--- src/rtl/disp7_pkg.sv ---
// Shared types and constants for the multiplexed 7-segment display driver:
// hex glyph table (active-high gfedcba), scan state encoding, counter sizing.
package disp7_pkg;

  typedef enum logic {
    S_BLANK = 1'b0,
    S_ON    = 1'b1
  } state_t;

  // Index = nibble value; bit 6..0 = segments g..a, 1 = segment lit.
  localparam logic [6:0] GLYPH [16] = '{
    7'h3F, 7'h06, 7'h5B, 7'h4F, 7'h66, 7'h6D, 7'h7D, 7'h07,
    7'h7F, 7'h6F, 7'h77, 7'h7C, 7'h39, 7'h5E, 7'h79, 7'h71
  };

  // Bits needed to count 0..n-1; never less than one bit.
  function automatic int cnt_width(input int n);
    return (n <= 1) ? 1 : $clog2(n);
  endfunction

endpackage

--- src/rtl/seg7_hex_glyph.sv ---
// Combinational hex nibble to active-high gfedcba segment pattern.
// Zero latency; no flow control.
module seg7_hex_glyph
  import disp7_pkg::*;
(
  input  logic [3:0] nibble,
  output logic [6:0] seg
);

  always_comb begin
    seg = GLYPH[nibble];
  end

endmodule

--- src/rtl/display_mux_7seg_n.sv ---
// N-digit time-multiplexed 7-segment scanner with frame-coherent shadow latch,
// per-digit blank/dp, dead-time between digits and 16-level PWM. Outputs registered (1 cycle).
module display_mux_7seg_n
  import disp7_pkg::*;
#(
  parameter int g_NUM_DIGITS   = 4,
  parameter int g_DIGIT_CYCLES = 100000,
  parameter int g_DEAD_CYCLES  = 1000,
  parameter int g_ACTIVE_LOW   = 1
) (
  input  logic                        clk,
  input  logic                        rst,
  input  logic [4*g_NUM_DIGITS-1:0]   i_display_buffer,
  input  logic [g_NUM_DIGITS-1:0]     i_dp,
  input  logic [g_NUM_DIGITS-1:0]     i_blank,
  input  logic [3:0]                  i_brightness,
  output logic [g_NUM_DIGITS-1:0]     o_anodes,
  output logic [6:0]                  o_cathodes,
  output logic                        o_dp,
  output logic                        o_frame_tick
);

  localparam int SLOT_W = cnt_width(g_DIGIT_CYCLES);
  localparam int IDX_W  = cnt_width(g_NUM_DIGITS);

  localparam logic [SLOT_W-1:0] SLOT_LAST = SLOT_W'(g_DIGIT_CYCLES - 1);
  localparam logic [SLOT_W-1:0] DEAD_END  = SLOT_W'(g_DEAD_CYCLES);
  localparam logic [IDX_W-1:0]  IDX_LAST  = IDX_W'(g_NUM_DIGITS - 1);
  localparam logic              INACT     = (g_ACTIVE_LOW != 0);

  logic [SLOT_W-1:0] slot_cnt;
  logic [SLOT_W-1:0] slot_nxt;
  logic [IDX_W-1:0]  digit_idx;
  logic [3:0]        pwm_cnt;
  state_t            state;

  logic [g_NUM_DIGITS-1:0][3:0] shadow_buf;
  logic [g_NUM_DIGITS-1:0]      shadow_dp;
  logic [g_NUM_DIGITS-1:0]      shadow_blank;
  logic [3:0]                   shadow_bright;

  logic                    slot_wrap;
  logic                    frame_start;
  logic                    pwm_ok;
  logic                    lit;
  logic [3:0]              cur_nib;
  logic [6:0]              cur_seg;
  logic [g_NUM_DIGITS-1:0] anode_hot;

  assign slot_wrap   = (slot_cnt == SLOT_LAST);
  assign slot_nxt    = slot_wrap ? '0 : slot_cnt + SLOT_W'(1);
  assign frame_start = (slot_cnt == '0) && (digit_idx == '0);
  assign cur_nib     = shadow_buf[digit_idx];

  // Level 15 bypasses the comparator so full brightness has no off cycle.
  assign pwm_ok = (shadow_bright == 4'hF) || (pwm_cnt < shadow_bright);
  assign lit    = (state == S_ON) && !shadow_blank[digit_idx] && pwm_ok;

  always_comb begin
    anode_hot            = '0;
    anode_hot[digit_idx] = 1'b1;
  end

  seg7_hex_glyph u_glyph (
    .nibble (cur_nib),
    .seg    (cur_seg)
  );

  always_ff @(posedge clk) begin
    if (rst) begin
      slot_cnt      <= '0;
      digit_idx     <= '0;
      pwm_cnt       <= '0;
      state         <= S_BLANK;
      shadow_buf    <= '0;
      shadow_dp     <= '0;
      shadow_blank  <= '0;
      shadow_bright <= '0;
      o_anodes      <= {g_NUM_DIGITS{INACT}};
      o_cathodes    <= {7{INACT}};
      o_dp          <= INACT;
      o_frame_tick  <= 1'b0;
    end else begin
      slot_cnt <= slot_nxt;
      pwm_cnt  <= pwm_cnt + 4'd1;
      if (slot_wrap) begin
        digit_idx <= (digit_idx == IDX_LAST) ? '0 : digit_idx + IDX_W'(1);
      end

      // State tracks the slot counter value it will sit beside next cycle.
      state <= (slot_nxt >= DEAD_END) ? S_ON : S_BLANK;

      if (frame_start) begin
        shadow_buf    <= i_display_buffer;
        shadow_dp     <= i_dp;
        shadow_blank  <= i_blank;
        shadow_bright <= i_brightness;
      end
      o_frame_tick <= frame_start;

      if (lit) begin
        o_anodes   <= anode_hot ^ {g_NUM_DIGITS{INACT}};
        o_cathodes <= cur_seg ^ {7{INACT}};
        o_dp       <= shadow_dp[digit_idx] ^ INACT;
      end else begin
        o_anodes   <= {g_NUM_DIGITS{INACT}};
        o_cathodes <= {7{INACT}};
        o_dp       <= INACT;
      end
    end
  end

endmodule
--- config.mk ---
export PLATFORM = sky130hd
export DESIGN_NAME = display_mux_7seg_n
export DESIGN_NICKNAME = d
export VERILOG_FILES = /design/src/rtl/disp7_pkg.sv /design/src/rtl/seg7_hex_glyph.sv /design/src/rtl/display_mux_7seg_n.sv
export SDC_FILE = /design/constraint.sdc
export NUM_CORES = 1
export LEC_CHECK = 0
export ABC_AREA = 1
export CORE_ASPECT_RATIO = 1.75
export CORE_MARGIN = 5
export CORE_UTILIZATION = 50
export DETAILED_ROUTE_END_ITERATION = 16
export PLACE_DENSITY = 0.69
export SLEW_MARGIN = 20
export SYNTH_ARGS = -nofsm -noshare
export SYNTH_HDL_FRONTEND = slang
export SYNTH_SLANG_ARGS = --single-unit
--- constraint.sdc ---
create_clock -name clk -period 2.6 [get_ports clk]
set_clock_uncertainty 0.2 [all_clocks]
set_input_delay 0.78 -clock clk [delete_from_list [all_inputs] [get_ports clk]]
set_output_delay 0.78 -clock clk [all_outputs]
set_load 0.05 [all_outputs]
# Word-level counts from Yosys, hierarchy flattened
# Memories as Yosys holds them, arrays and structs flattened.
# Cells that the tools add are included.
# totals
register_bits,65
n_memories,1
romBits,112
# mem_list
name,words,word_bits,rd,rd_clocked_by_memory_dff,wr,line_no,rtl
(name not given),16,7,1,0,0,seg7_hex_glyph.sv:11,seg = GLYPH[nibble];
# classes
n_reduce_logical,9
n_addsub,3
bitwise_logic,5
n_lt_le_gt_ge,5
eq_ne,3
mux,13
# ops
cell,count
17-bit by 1-bit adder with 17-bit output (second input constant),1
17-bit equality test (second input constant),1
17-bit by 10-bit >= comparator with 1-bit output (second input constant),1
17-bit zero test,1
17-bit two-way mux,1
7-bit two-way mux,2
4-bit binary-select mux with 2-bit select,1
7-bit NOT,1
5-bit >= comparator (second input constant),1
4-bit NOT with 5-bit output,1
4-bit by 1-bit adder with 4-bit output (second input constant),1
1-bit binary-select mux with 2-bit select,2
4-bit equality test (second input constant),1
1-bit logical AND,4
4-bit < comparator,1
1-bit two-way mux,4
4-bit two-way mux,1
4-bit NOT,1
2-bit by 3-bit < comparator with 1-bit output (second input constant),1
2-bit by 1-bit adder with 2-bit output (second input constant),1
1-bit demux with 2-bit select,1
2-bit equality test (second input constant),1
2-bit by 1-bit >= comparator with 1-bit output (second input constant),1
2-bit zero test,1
5 further kinds,6

# Longest topological paths before layout
# Gate-level depths: netlist of run 1.
# logic_depth
ltp_word,7
mapped_depth,13
depth_no_buf,13

# By module
# Synthesis of run 1 repeated with hierarchy kept, for this count alone.
# unflattened
cells_unflattened,462
area_unflattened_um2,3284.4
# modules_own_cells
module,cells_per_inst,area_each_um2,n_inst,seq_area_each_um2
display_mux_7seg_n,410,3014.1,1,1301.2
seg7_hex_glyph,52,270.3,1,0.0

# Worst setup path after synthesis of run 1
# Ideal clock, no wire load.
# synth_path
path_kind,reg-to-reg
from,register digit_idx[0]
to,register o_cathodes[3]
synth_period_minus_slack_ns,1.867
t_required_ns,2.275
arrival_time_ns,1.543
setup_time_ns,0.125
path_slack_ns,0.733
n_path_buf,1
stages_incl_launch_ff,11
cell_sequence,dfxtp_1 > buf_2 > inv_2 > nand2_1 > a32oi_1 > inv_1 > ha_1 > nand2_1 > nand3_1 > o311ai_1 > nand2_1
# synth_between
elab_chain_cells,7
elab_cells_between_ends,14
classes_between,mux (6); bitwise (3); reduce/logical (4); memory (1)
# synth_lines
item,line_no,rtl
from (decl),display_mux_7seg_n.sv:33,logic [IDX_W-1:0] digit_idx;
from (signal assigned),display_mux_7seg_n.sv:87,digit_idx <= (digit_idx == IDX_LAST) ? '0 : digit_idx + IDX_W'(1);
4-bit binary-select mux with 2-bit select or 1-bit binary-select mux with 2-bit select (tied branches),"display_mux_7seg_n.sv:53, display_mux_7seg_n.sv:57",
4-bit two-way mux (implied by the code) or 1-bit two-way mux (tied branches),"display_mux_7seg_n.sv:53, display_mux_7seg_n.sv:57",
4-bit NOT with 5-bit output (implied by the code) or 1-bit zero test (tied branches),"seg7_hex_glyph.sv:11, display_mux_7seg_n.sv:57",
memory read 16 x 7 bit or 1-bit logical AND (tied branches),--,
7-bit two-way mux (implied by the code) or 1-bit logical AND (tied branches),"seg7_hex_glyph.sv:11, display_mux_7seg_n.sv:57",
7-bit two-way mux (implied by the code) or 1-bit NOT (tied branches),--,
7-bit NOT (no source line) or 2-bit OR reduction (tied branches),--,
to (signal assigned),display_mux_7seg_n.sv:80,o_cathodes <= {7{INACT}};
to (signal assigned),display_mux_7seg_n.sv:103,o_cathodes <= cur_seg ^ {7{INACT}};
to (signal assigned),display_mux_7seg_n.sv:107,o_cathodes <= {7{INACT}};
to (decl),display_mux_7seg_n.sv:18,"output logic [6:0] o_cathodes,"
# Several ways; a longest one is shown, not always the timed one. The select of a mux whose other input is x is not followed.
# A chain may end at the register's enable or synchronous reset.

# Final worst setup path of run 1
# layout_path
from,register o_cathodes[0]
to,output port o_cathodes[0]
# No word-level cell between the ends.

==> results, run 1 <==
- The count of cells along the worst hold path is 2.
- After legalization and detailed placement, the total HPWL measured 6164 µm.
- The startpoint of the worst setup timing path is o_cathodes[0]$_SDFF_PP1_.
- The critical path goes through clkdlybuf4s50_1.
- Among all stages on the critical path, the largest delay is contributed by clkdlybuf4s50_1.
- The max-slew headroom at the worst pin is 66.16%.
- The number of placement rows is 39.
- The via count of the first global-routing pass is 2959.
- The maximum clock frequency is 413.6 MHz.
- The worst hold path endpoint is shadow_blank[2]$_SDFFE_PP0P_.
- The endpoint arrival time on the critical path is 1.44 ns.
- The floorplan step defined a die boundary enclosing 8274 µm².
- The biggest area consumer among synthesized cells is dfxtp_1.
- Counting both buffers and inverters, the worst setup path holds a total of 1.
- CTS placed an instance of clkbuf_16 at the clock tree root.
- The area used by multi-input combinational logic is 1617 µm².
- The area occupied by registers is 1301 µm².
- The die is 70.94 µm wide.
- The leakage power is 0.001663 µW.
- The post-route netlist has 10.84% of its cells at a drive strength greater than 1.
- STA classifies the critical path endpoint as an output pin.
- The max-slew violation total from the final report is 0.
- The critical path is of the flop to output pin type.
- For this design the top-level I/O count stands at 43.
- The largest incremental delay on the critical path is 0.80 ns.
- The distinct cell type count after synthesis is 31.
- Entering global routing, the biggest net connects 45 pins.
- The path type of the worst min-delay path is flop to flop.
- The post-synth design cell area is 3249 µm².
- In this run the remaining antenna-violating nets after routing total 0.
- The number of remaining DRC errors is 0.
- In this run, CTS created clock tree buffers numbering 9.
- The final design area excluding fillers is 4011 µm².
- By count the netlist is led by 73 x nand2_1, 65 x dfxtp_1, 54 x inv_1.
- The logic depth of the worst register-to-register path is 8.
- CTS built an H-tree with a depth of 3.
- The endpoint identified for the worst register-to-register timing path is shadow_dp[1]$_SDFFE_PP0P_.
- The number of nets at the end of the flow is 530.
- The number of hold buffers added after CTS is 0.
- The total nets after synthesis is 487.
- The kind of launch point of the worst setup path is a flop.
- The congestion estimate from routability-driven global placement came to 0.9279.
- The final route contains 2960 vias.
- The yosys synthesis warning count is 0.
- IR analysis of the VDD net gives a maximum drop of 0.0003738 V.
- The clock latency on the worst-skew pair is 0.33 ns.
- The post-cts gate resize count is 0.
- For this configuration, the core starts out at a cell density of 50.45%.
- After synthesis, the cell types taking the most area are dfxtp_1 40%, nand2_1 8.4%, a21oi_1 6.5%, inv_1 6.2%, ha_1 5.8%.
- The share of the synthesized area in the top cell type is 40.05%.
- At the end of the flow the core is filled with cells to 62.28%.
- Sequential cells were found to cover 40.05% of the synthesized design area.
- The kind of cell with the highest combined delay along the critical path is buffers and inverters.
- The number of port buffers is 42.
- The run finished with clean final reports.
- In this run the register-to-register setup slack is 0.35 ns.
- The placeable core region is 6441 µm².
- The largest fanout on the critical path is 1.
- The required arrival time at the worst endpoint is 1.62 ns.
- The largest buffer count on any clock path is 2.
- The worst min-delay path startpoint is shadow_blank[2]$_SDFFE_PP0P_.
- The dominant synthesized flop cell is dfxtp_1.
- The post-route minimum period is 2.418 ns.
- The die is 116.6 µm tall.
- The total wire length after detailed routing is 7993 µm.
- The instance area at placement is 3715 µm².
- The launch instance of the worst register-to-register path is digit_idx[0]$_SDFFE_PP0N_.
- In this run, synthesis inferred 0 flip-flops with an integrated enable.
- The hold violation count in the final report is 0.
- The total global-route track usage is 21.03%.
- The TritonCTS clock tree is built.
- The post-synthesis sequential element count is 65.
- The first detailed-routing pass took 5 iterations.
- By instance count, the leading cell after synthesis is nand2_1.
- Compared with the post-synthesis result, the final layout area differs by 23.45%.
- The clock-pin slew reported for the worst setup and hold paths after clock tree synthesis is 0.05 ns.
- Once the clock tree was built, the setup fixing pass inserted 0 buffers.
- For this design, the sink count on the clock tree is 65.
- The routed wire length per instance is 14.00 µm.
- Setup repair after global routing left no endpoint under its margin.
- The count of endpoints failing setup in the final report is 0.
- Counting the fill cells in the layout gives 625.
- Dividing the synthesized area by the synthesized cell count gives 7.352 µm².
- The number of max-capacitance violations reported is 0.
- The fraction of synthesis flops using an asynchronous set or reset pin is 0%.
- The cell count after synthesis came out at 442.
- The cell area power density is 653.0 nW/µm².
- The overflow left after global routing is 0.
- Adding up every negative setup slack in the final design gives 0 ns.
- After the first detailed-routing iteration, the DRC count stood at 179.
- The slew at the pin closest to its max-slew limit is 0.5060 ns.
- In the finished design, the share of the clock period the worst path needs comes to 92.99%.
- Using the TritonRoute via totals, the vias-per-cell ratio works out to 5.184.
- The wire length of the first global-routing pass is 13410 µm.
- The number of antenna violations at the first check in global routing came to 0.
- The repair_antennas step left the layout with diodes totalling 0.
-- cells in the final DEF (no fill, tap or decap), types with 4 or more instances in the layout --
cell type / synthesis / routed
nor2_1: 47 / 47
nor2_2: 6 / 6
dfxtp_1: 65 / 65
inv_1: 54 / 54
o211ai_1: 5 / 5
nand2_1: 73 / 73
ha_1: 15 / 15
inv_2: 5 / 5
clkbuf_16: 0 / 9
nand3_1: 23 / 22
a21oi_1: 42 / 42
buf_4: 2 / 7
o21ai_1: 17 / 17
nand2_2: 7 / 7
nor2_4: 4 / 4
nand3_2: 6 / 7
o21ai_0: 28 / 28
clkdlybuf4s50_1: 0 / 42
nand4_1: 8 / 8
nor3_1: 7 / 7
-- per-layer routing --
metal  global-route usage [%]  vias up  part of all wire (%)
li1                         -     1523                     -
met1                    20.06     1320                    37
met2                    38.50       84                    52
met3                    3.704       33                   4.1
met4                    17.44        0                   6.4
met5                        0        -                     0
-- through the flow --
stage	hold WS, ns	setup WS (ns)	power (µW)	instances
3_5_place_dp	0.2408	0.2987	1443	556
6_report	0.2489	0.1824	2620	571
3_3_place_gp	0.2355	0.3004	1432	556
5_1_grt	0.2636	0.1115	2734	571
4_1_cts	0.2498	0.1569	2643	571
2_1_floorplan	0.2205	0.7326	1341	442
-- area by class of cell --
| class | instances | area share, % |
|---|---|---|
| repair buffers | 49 | 11.79 |
| clock inverters | 3 | 0.9981 |
| inverters | 59 | 5.521 |
| well taps | 82 | 2.558 |
| flip-flops and latches | 65 | 32.44 |
| multi-input cells | 301 | 40.30 |
| clock buffers | 12 | 6.394 |
-- worst max-delay path by stage --
stage          depth (start not counted)                         to  slack (ns)
6_report                               1              o_cathodes[0]        0.18
5_1_grt                                8  shadow_dp[1]$_SDFFE_PP0P_        0.11
4_1_cts                                1              o_cathodes[0]        0.16
3_5_place_dp                           7   o_cathodes[4]$_SDFF_PP1_        0.30
3_3_place_gp                           7   o_cathodes[0]$_SDFF_PP1_        0.30
2_1_floorplan                         10   o_cathodes[3]$_SDFF_PP1_        0.73
-- registers in the layout, indices dropped and copies added (netlist names) --
name / cells
slot_cnt: 17
shadow_buf: 16
o_cathodes: 7
o_anodes: 4
pwm_cnt: 4
shadow_blank: 4
shadow_bright: 4
shadow_dp: 4
digit_idx: 2
o_dp: 1
o_frame_tick: 1
state: 1
-- power breakdown --
part	internal [µW]	leakage, µW	switching, µW	total [µW]
combinational	132	0.000982	190	322
clock	785	0.000148	416	1200
sequential	1060	0.000533	33.0	1100
total	1980	0.00166	638	2620
-- kinds of logic after synthesis --
kind of cell    synth area share [%]
fa+ha+maj                      5.776
xor+xnor                       1.348
compound gates                 15.60
flops                          40.05
simple gates                   26.88
buf+inv                        10.36
Note: power is estimated with default switching activity, not from simulation.
==> inputs of run 2 (changes only) <==
Settings changed: GPL_ROUTABILITY_DRIVEN set to 0, SLEW_MARGIN 20 to unset.
==> run 2 against run 1 <==
- worst hold slack got worse by 0.0045 ns
- cell count decreased by 0.88%
- wire length decreased by 3.5%
- total power decreased by 5.3%
- critical endpoint is now o_cathodes[4]
- largest cell class unchanged
- highest routed layer unchanged
==> results, run 2 (synthesized netlist as in run 1, its figures left out) <==
- The flow ran to the end, and the final reports show no timing, DRC or antenna violations.
- The count of non-filler cells in the finished layout is 566.
- Measured on the finished design, the core utilization comes to 61.44%.
- Setup repair after global routing left no endpoint under its margin.
- On the critical path the largest part of the delay comes from buffers and inverters.
- The total inserted antenna cells is 0.
- The total wire length after detailed routing is 7714 µm.
- The pre-antenna-repair detailed-routing pass consisted of 5 iterations.
- In this run switching power makes up 24.75% of total power.
- The number of nets at the end of the flow is 528.
- In the layout the commonest cells are 73 x nand2_1, 65 x dfxtp_1, 54 x inv_1.
- After legalization and detailed placement, the total HPWL measured 5760 µm.
- The logic depth of the worst register-to-register path is 8.
- The required arrival time at the worst endpoint is 1.62 ns.
- The share of total power dissipated in the clock network is 42.8%.
- The wire length of the first global-routing pass is 12480 µm.
- The remaining antenna violation count after routing is 0.
- The leakage power is 0.001634 µW.
- The worst path needs 2.411 ns of the cycle, external delays included.
- The largest buffer count on any clock path is 2.
- The clock latency on the worst-skew pair is 0.33 ns.
- The endpoint arrival time on the critical path is 1.43 ns.
- The number of port buffers is 42.
- The detailed router finished its first iteration with 202 violations.
- In this run the power density over the cells is 626.6 nW/µm².
- The layout overhead on the synthesized area is 21.79%.
- Post-CTS timing repair inserted 0 buffers for setup.
- The via count of the routed design is 2978.
- The commonest non-fill, non-tap cell in the layout is nand2_1.
- The buffer cell driving the clock tree root is clkbuf_16.
- The max-slew violation total from the final report is 0.
- The chip height is 116.6 µm.
- The post-route setup TNS is 0 ns.
- The worst pin sits at a relative slew slack of 66.50%.
- The internal power of the cells is 1866 µW.
- Post-CTS repair changed the size of 0 cells.
- The total global-route track usage is 19.72%.
- The largest fanout on the critical path is 1.
- The placeable core region is 6441 µm².
- Of the total power, combinational logic draws 12.9%.
- The routed wire length per instance is 13.63 µm.
- The area occupied by registers is 1301 µm².
- The min-delay analysis places its worst path in the category flop to flop.
- The critical path class is flop to output pin.
- In this run the number of H-tree levels came out at 3.
- The final cycle utilization of the critical path is 92.74%.
- The count of pins on the block boundary is 43.
- The sequential share of power is 44.3%.
- The number of antenna violations at the first check in global routing is 0.
- Prior to clock tree synthesis, the placed netlist has a worst setup slack of 0.2785 ns.
- In the final layout, the registers with the most flip-flops are slot_cnt (17), shadow_buf (16), o_cathodes (7).
- The power dissipated by switching net loads is 613.9 µW.
- The number of clock buffers added by TritonCTS is 9.
- The horizontal die dimension is 70.94 µm.
- The flip-flop count of the largest register after layout is 17.
- After global routing the overflow that remains totals 0.
- Cells with a size suffix above 1 make up 10.12% of the layout.
- Setup violations remaining at the end of the flow were counted as 0.
- The instance area at placement is 3700 µm².
- Clock-pin slew was measured on the worst setup and hold paths at 0.05 ns.
- In the routed layout, each cell is associated on average with a via count of 5.261.
- TritonCTS built the clock tree.
- The kind of launch point of the worst setup path is a flop.
- The number of buffers and inverters on the critical path is 1.
- The area used by multi-input combinational logic is 1617 µm².
- The number of max-capacitance violations reported is 0.
- The number of remaining DRC errors is 0.
- The slew at the pin closest to its max-slew limit is 0.5009 ns.
- The slowest stage of the critical path belongs to the cell clkdlybuf4s50_1.
- The number of placement rows is 39.
- The hold violation count in the final report was 0.
- Entering global routing, the biggest net connects 57 pins.
- For this run, the slowest stage of the critical path takes 0.79 ns.
- The worst hold path was traced through 2 stages.
- The slack of the critical path is 0.1887 ns.
- After routing the design area is 3958 µm².
- The maximum clock frequency is 414.7 MHz.
- Across the VDD grid, the largest voltage drop is 0.0004200 V.
- The floorplan step defined a die boundary enclosing 8274 µm².
- In this run the number of cells on the critical path is 1.
- The number of clock sinks is 65.
- The via count of the first global-routing pass came to 2797.
- The number of hold buffers added after CTS is 0.
- The starting utilization of the core area is 50.45%.
- Walking the worst path, the cells encountered are clkdlybuf4s50_1.
- The kind of capture point of the worst setup path is an output pin.
- The count of fill cells added during filler insertion is 610.
- The number of placed instances, taps included, is 554.
- slot_cnt holds more flip-flops than any other register.
## run 2: changes by cell type in the layout (fill, tap and decap cells not counted), sizes merged
cell and change:
buf -2, bufinv -1, clkbuf -1, clkinv -1
## run 2: path summary, 6_finish.rpt
check                          startpoint                       endpoint  slack [ns]
max              o_cathodes[4]$_SDFF_PP1_                  o_cathodes[4]        0.19
min          shadow_blank[2]$_SDFFE_PP0P_   shadow_blank[2]$_SDFFE_PP0P_        0.24
max reg2reg     digit_idx[0]$_SDFFE_PP0N_  shadow_bright[2]$_SDFFE_PP0P_        0.30
min reg2reg  shadow_blank[2]$_SDFFE_PP0P_   shadow_blank[2]$_SDFFE_PP0P_        0.24
## run 2: cell type report
| class | count | area share, % |
|---|---|---|
| Inverter | 59 | 5.596 |
| Clock buffer | 11 | 6.386 |
| Tap cell | 82 | 2.592 |
| Timing Repair Buffer | 47 | 11.57 |
| Multi-Input combinational cell | 301 | 40.85 |
| Sequential cell | 65 | 32.88 |
| Clock inverter | 1 | 0.1265 |
## run 2: routing by layer
metal / track usage [%] / vias up / wire (µm) / part of all wire, %
met2: 37.63 / 81 / 4226 / 55
met1: 18.28 / 1355 / 2875 / 37
met3: 4.479 / 24 / 323 / 4.2
met5: 0 / - / 0 / 0
li1: - / 1518 / - / -
met4: 13.05 / 0 / 289 / 3.7
## run 2: power by group through the flow
stage | clock, µW | combinational, µW | sequential (µW)
after global routing | 1140 | 360 | 1100
after global placement | 0 | 310 | 1120
final | 1060 | 319 | 1100
after detailed placement | 0 | 316 | 1120
after floorplan | 0 | 227 | 1110
after CTS | 1090 | 319 | 1100
## run 2: per-stage QoR
| step | power [µW] | hold slack [ns] |
|---|---|---|
| 2_1_floorplan | 1341 | 0.2205 |
| 3_3_place_gp | 1427 | 0.2330 |
| 3_5_place_dp | 1435 | 0.2375 |
| 4_1_cts | 2511 | 0.2457 |
| 5_1_grt | 2601 | 0.2645 |
| 6_report | 2480 | 0.2444 |
==> inputs of run 3 (changes only) <==
Settings changed: ABC_AREA 1 to 0, CORE_MARGIN 5 to unset, PLACE_DENSITY 0.69 to 0.7.
==> run 3 against run 2 <==
- wire length fell by 10%
- cell count fell by 15%
- die area fell by 21%
- via count fell by 12%
- fmax fell by 2.7%
- cell area fell by 3.7%
- clock-buffer cell count fell by 1
- highest routed layer unchanged
==> results, run 3 <==
- The H-tree generated during clock tree synthesis spans 3 levels.
- The largest fanout on the critical path is 1.
- The number of enable-type register cells in the synthesized netlist is 0.
- Among all flip-flop cells after synthesis, the most frequent one is dfxtp_1.
- In the routed design, unresolved DRC markers number 0.
- The worst hold path terminates at shadow_buf[4]$_SDFFE_PP0P_.
- At the pin with the least slew margin, the transition time is 0.5275 ns.
- The clock-pin slew reported for the worst setup and hold paths after clock tree synthesis is 0.07 ns.
- Counting instances in the post-synthesis netlist gives the leading cell types as 73 x nand2_1, 65 x dfxtp_1, 34 x a21oi_1.
- Ranked by flip-flop count, first place goes to slot_cnt.
- The share of the synthesized area in the top cell type is 41.82%.
- The synthesized netlist contains 44 unique library cells.
- Summing all multi-input logic gate instances after layout gives 1624 µm².
- The top cell types in the final layout, fill and taps aside, are 73 x nand2_1, 65 x dfxtp_1, 42 x clkdlybuf4s50_1.
- The worst reg2reg path endpoint is o_cathodes[3]$_SDFF_PP1_.
- The number of port buffers is 42.
- Buffers inserted to repair hold after CTS numbered 0.
- The register area share after synthesis is 41.82%.
- Timing would allow up to 403.5 MHz.
- Adding up every negative setup slack in the final design gives 0 ns.
- For this configuration, the core starts out at a cell density of 52.51%.
- A synthesized cell averages 8.765 µm².
- In the final routed layout, each cell accounts on average for 14.43 µm.
- Once the clock tree was built, the setup fixing pass inserted 0 buffers.
- In the final layout, the registers with the most flip-flops are slot_cnt (17), shadow_buf (16), o_cathodes (7).
- The worst slack on hold paths is 0.2520 ns.
- After synthesis, the share of flip-flops with an asynchronous set or reset is 0%.
- The worst hold path was traced through 2 stages.
- The commonest non-fill, non-tap cell in the layout is nand2_1.
- The floorplan step set the die width to 61.64 µm.
- The slack of the critical path is 0.1218 ns.
- The endpoint arrival time on the critical path is 1.50 ns.
- The chip height is 106.4 µm.
- The worst-case vdd ir drop is 0.0004787 V.
- The run finished with clean final reports.
- Summed over all instances, the cell type with the most area after synthesis is dfxtp_1.
- The tool flagged a number of max-cap violations equal to 0.
- The post-synthesis sequential element count is 65.
- The number of antenna violations at the first check in global routing was 0.
- The area occupied by registers is 1301 µm².
- The total wire length after detailed routing is 6928 µm.
- The largest net degree at the start of global routing is 29.
- The tree is rooted in a clkbuf_8.
- After synthesis, the cell types taking the most area are dfxtp_1 42%, nand2_1 8.8%, ha_1 6.0%, a21oi_1 5.5%, mux4_2 5.1%.
- The kind of launch point of the worst setup path is a flop.
- The region available for standard cell placement spans 5926 µm².
- The number of search-and-repair iterations in the first detailed-routing pass is 4.
- The remaining antenna violation count after routing is 0.
- The total inserted antenna cells is 0.
- The post-cts gate resize count is 0.
- The final design area excluding fillers is 3811 µm².
- The leakage power is 0.001465 µW.
- The worst-case register-to-register setup slack is 0.21 ns.
- The die area is 6556 µm².
- Counting along the longest clock path gives a buffer depth of 2.
- From synthesis to final layout, the design area changed by 22.48%.
- The worst min-delay path startpoint is shadow_buf[4]$_SDFFE_PP0P_.
- The proportion of layout cells with a drive suffix above 1 is 10.95%.
- After detailed placement, the design holds a cell count of 464.
- The via count of the first global-routing pass came to 2541.
- The total nets after synthesis is 400.
- Across all layers, the routed design uses 2621 vias.
- The final cycle utilization of the critical path is 95.31%.
- The max-slew violation total from the final report came to 0.
- The largest incremental delay on the critical path is 0.80 ns.
- The signal on the critical path passes through clkdlybuf4s50_1.
- The worst setup path is captured at an output pin.
- The count of fill cells added during filler insertion is 535.
- The slowest stage of the critical path belongs to the cell clkdlybuf4s50_1.
- The CTS buffer count is 9.
- The clock net in this run drives a total of 65 sinks.
- The HPWL after detailed placement is 5053 µm.
- The instance area at placement is 3601 µm².
- The count of non-filler cells in the finished layout is 480.
- The max-slew headroom at the worst pin is 64.72%.
- For this run, the post-layout net count is 442.
- The number of buffers and inverters on the critical path is 1.
- In this run the cell area of the synthesized design comes to 3112 µm².
- The path type of the worst min-delay path is flop to flop.
- The startpoint identified for the worst register-to-register timing path is digit_idx[0]$_SDFFE_PP0N_.
- At the worst endpoint, the required time is 1.62 ns.
- The total global-route track usage is 24.12%.
- The wire length of the first global-routing pass is 11520 µm.
- The logic depth of the worst register-to-register path is 6.
- The cell area power density is 600.1 nW/µm².
- The category of cells accounting for the largest share of critical-path delay is buffers and inverters.
- The number of placement rows is 37.
- Using the TritonRoute via totals, the vias-per-cell ratio works out to 5.460.
- The critical path class is flop to output pin.
- The yosys synthesis warning count is 0.
- The post-route minimum period is 2.478 ns.
- The hold violation count in the final report was 0.
- The register with the most flip-flops in the layout has 17 of them.
- The instance count of the mapped netlist is 355.
- The worst slack after detailed placement is 0.1723 ns.
- Setup repair after global routing left no endpoint under its margin.
- The count of pins on the block boundary is 43.
- The count of endpoints failing setup in the final report is 0.
- The clock latency on the worst-skew pair is 0.35 ns.
- After the first detailed-routing iteration, the DRC count stood at 135.
- TritonCTS built the clock tree.
- The overflow left after global routing is 0.
- Among all cell types in the netlist, the one instantiated most often is nand2_1.
-- run 3: changes by cell type after synthesis, moves of 8 or more --
cell / previous run / this run
o21ai_1: 17 / 0
a21oi_1: 42 / 34
xnor2_1: 2 / 11
inv_1: 54 / 14
nand3_1: 23 / 8
o21ai_0: 28 / 6
nor2_1: 47 / 23
-- run 3: how the worst max path moves through the flow --
| stage | start | endpoint | slack (ns) | cells after the start |
|---|---|---|---|---|
| after detailed placement | rst | state$_SDFF_PP0_ | 0.17 | 5 |
| after global routing | digit_idx[0]$_SDFFE_PP0N_ | shadow_buf[9]$_SDFFE_PP0P_ | 0.05 | 9 |
| after floorplan | digit_idx[0]$_SDFFE_PP0N_ | o_cathodes[3]$_SDFF_PP1_ | 0.28 | 7 |
| final | o_cathodes[3]$_SDFF_PP1_ | o_cathodes[3] | 0.12 | 1 |
| after global placement | rst | state$_SDFF_PP0_ | 0.21 | 5 |
| after CTS | o_cathodes[3]$_SDFF_PP1_ | o_cathodes[3] | 0.08 | 1 |
-- run 3: routing by layer --
layer  global-route usage (%)  share of wire [%]  vias up  wire (µm)
met2                    42.47                 56       65       3874
li1                         -                  -     1299          -
met4                    13.33                2.8        0        197
met5                        0                  0        -          0
met3                    5.718                3.5       15        243
met1                    24.56                 38     1242       2612
-- run 3: where the power goes --
part | switching [µW] | internal (µW) | total [µW]
logic | 149 | 129 | 278
registers | 32.2 | 1050 | 1080
clock network | 397 | 535 | 931
total | 578 | 1710 | 2290
-- run 3: worst register-to-register path, cell delays in order, from the launching register on --
cell      delay [ns]
dfxtp_1         0.53
mux4_2          0.63
inv_1           0.14
ha_1            0.15
inv_1           0.05
mux4_2          0.44
nand2b_1        0.15
-- run 3: cells by family (layout without fill, tap and decap cells) --
group                    after synthesis  in the layout  share of synthesized area, %
flip-flops                            65             65                         41.82
AND/OR/NAND/NOR                      149            149                         23.32
multiplexers                          11             11                         6.353
AO/OA/AOI/OAI                         58             58                         11.42
adder cells (fa/ha/maj)               15             15                         6.031
buffers and inverters                 39             86                         5.991
XOR/XNOR                              18             18                         5.066
-- run 3: layout make-up --
cell class	count	share of cell area [%]
tap	78	2.561
multi-input combinational	251	42.61
clock buffer	10	3.349
timing repair buffer	56	13.79
clock inverter	6	2.167
inverter	14	1.379
sequential	65	34.14
-- run 3: per-stage QoR --
stage               power (µW)  utilization [%]
finish                    2287            64.32
global route              2388            64.32
CTS                       2303            64.32
detailed placement        1380            60.77
global placement          1371            60.77
floorplan                 1281                -
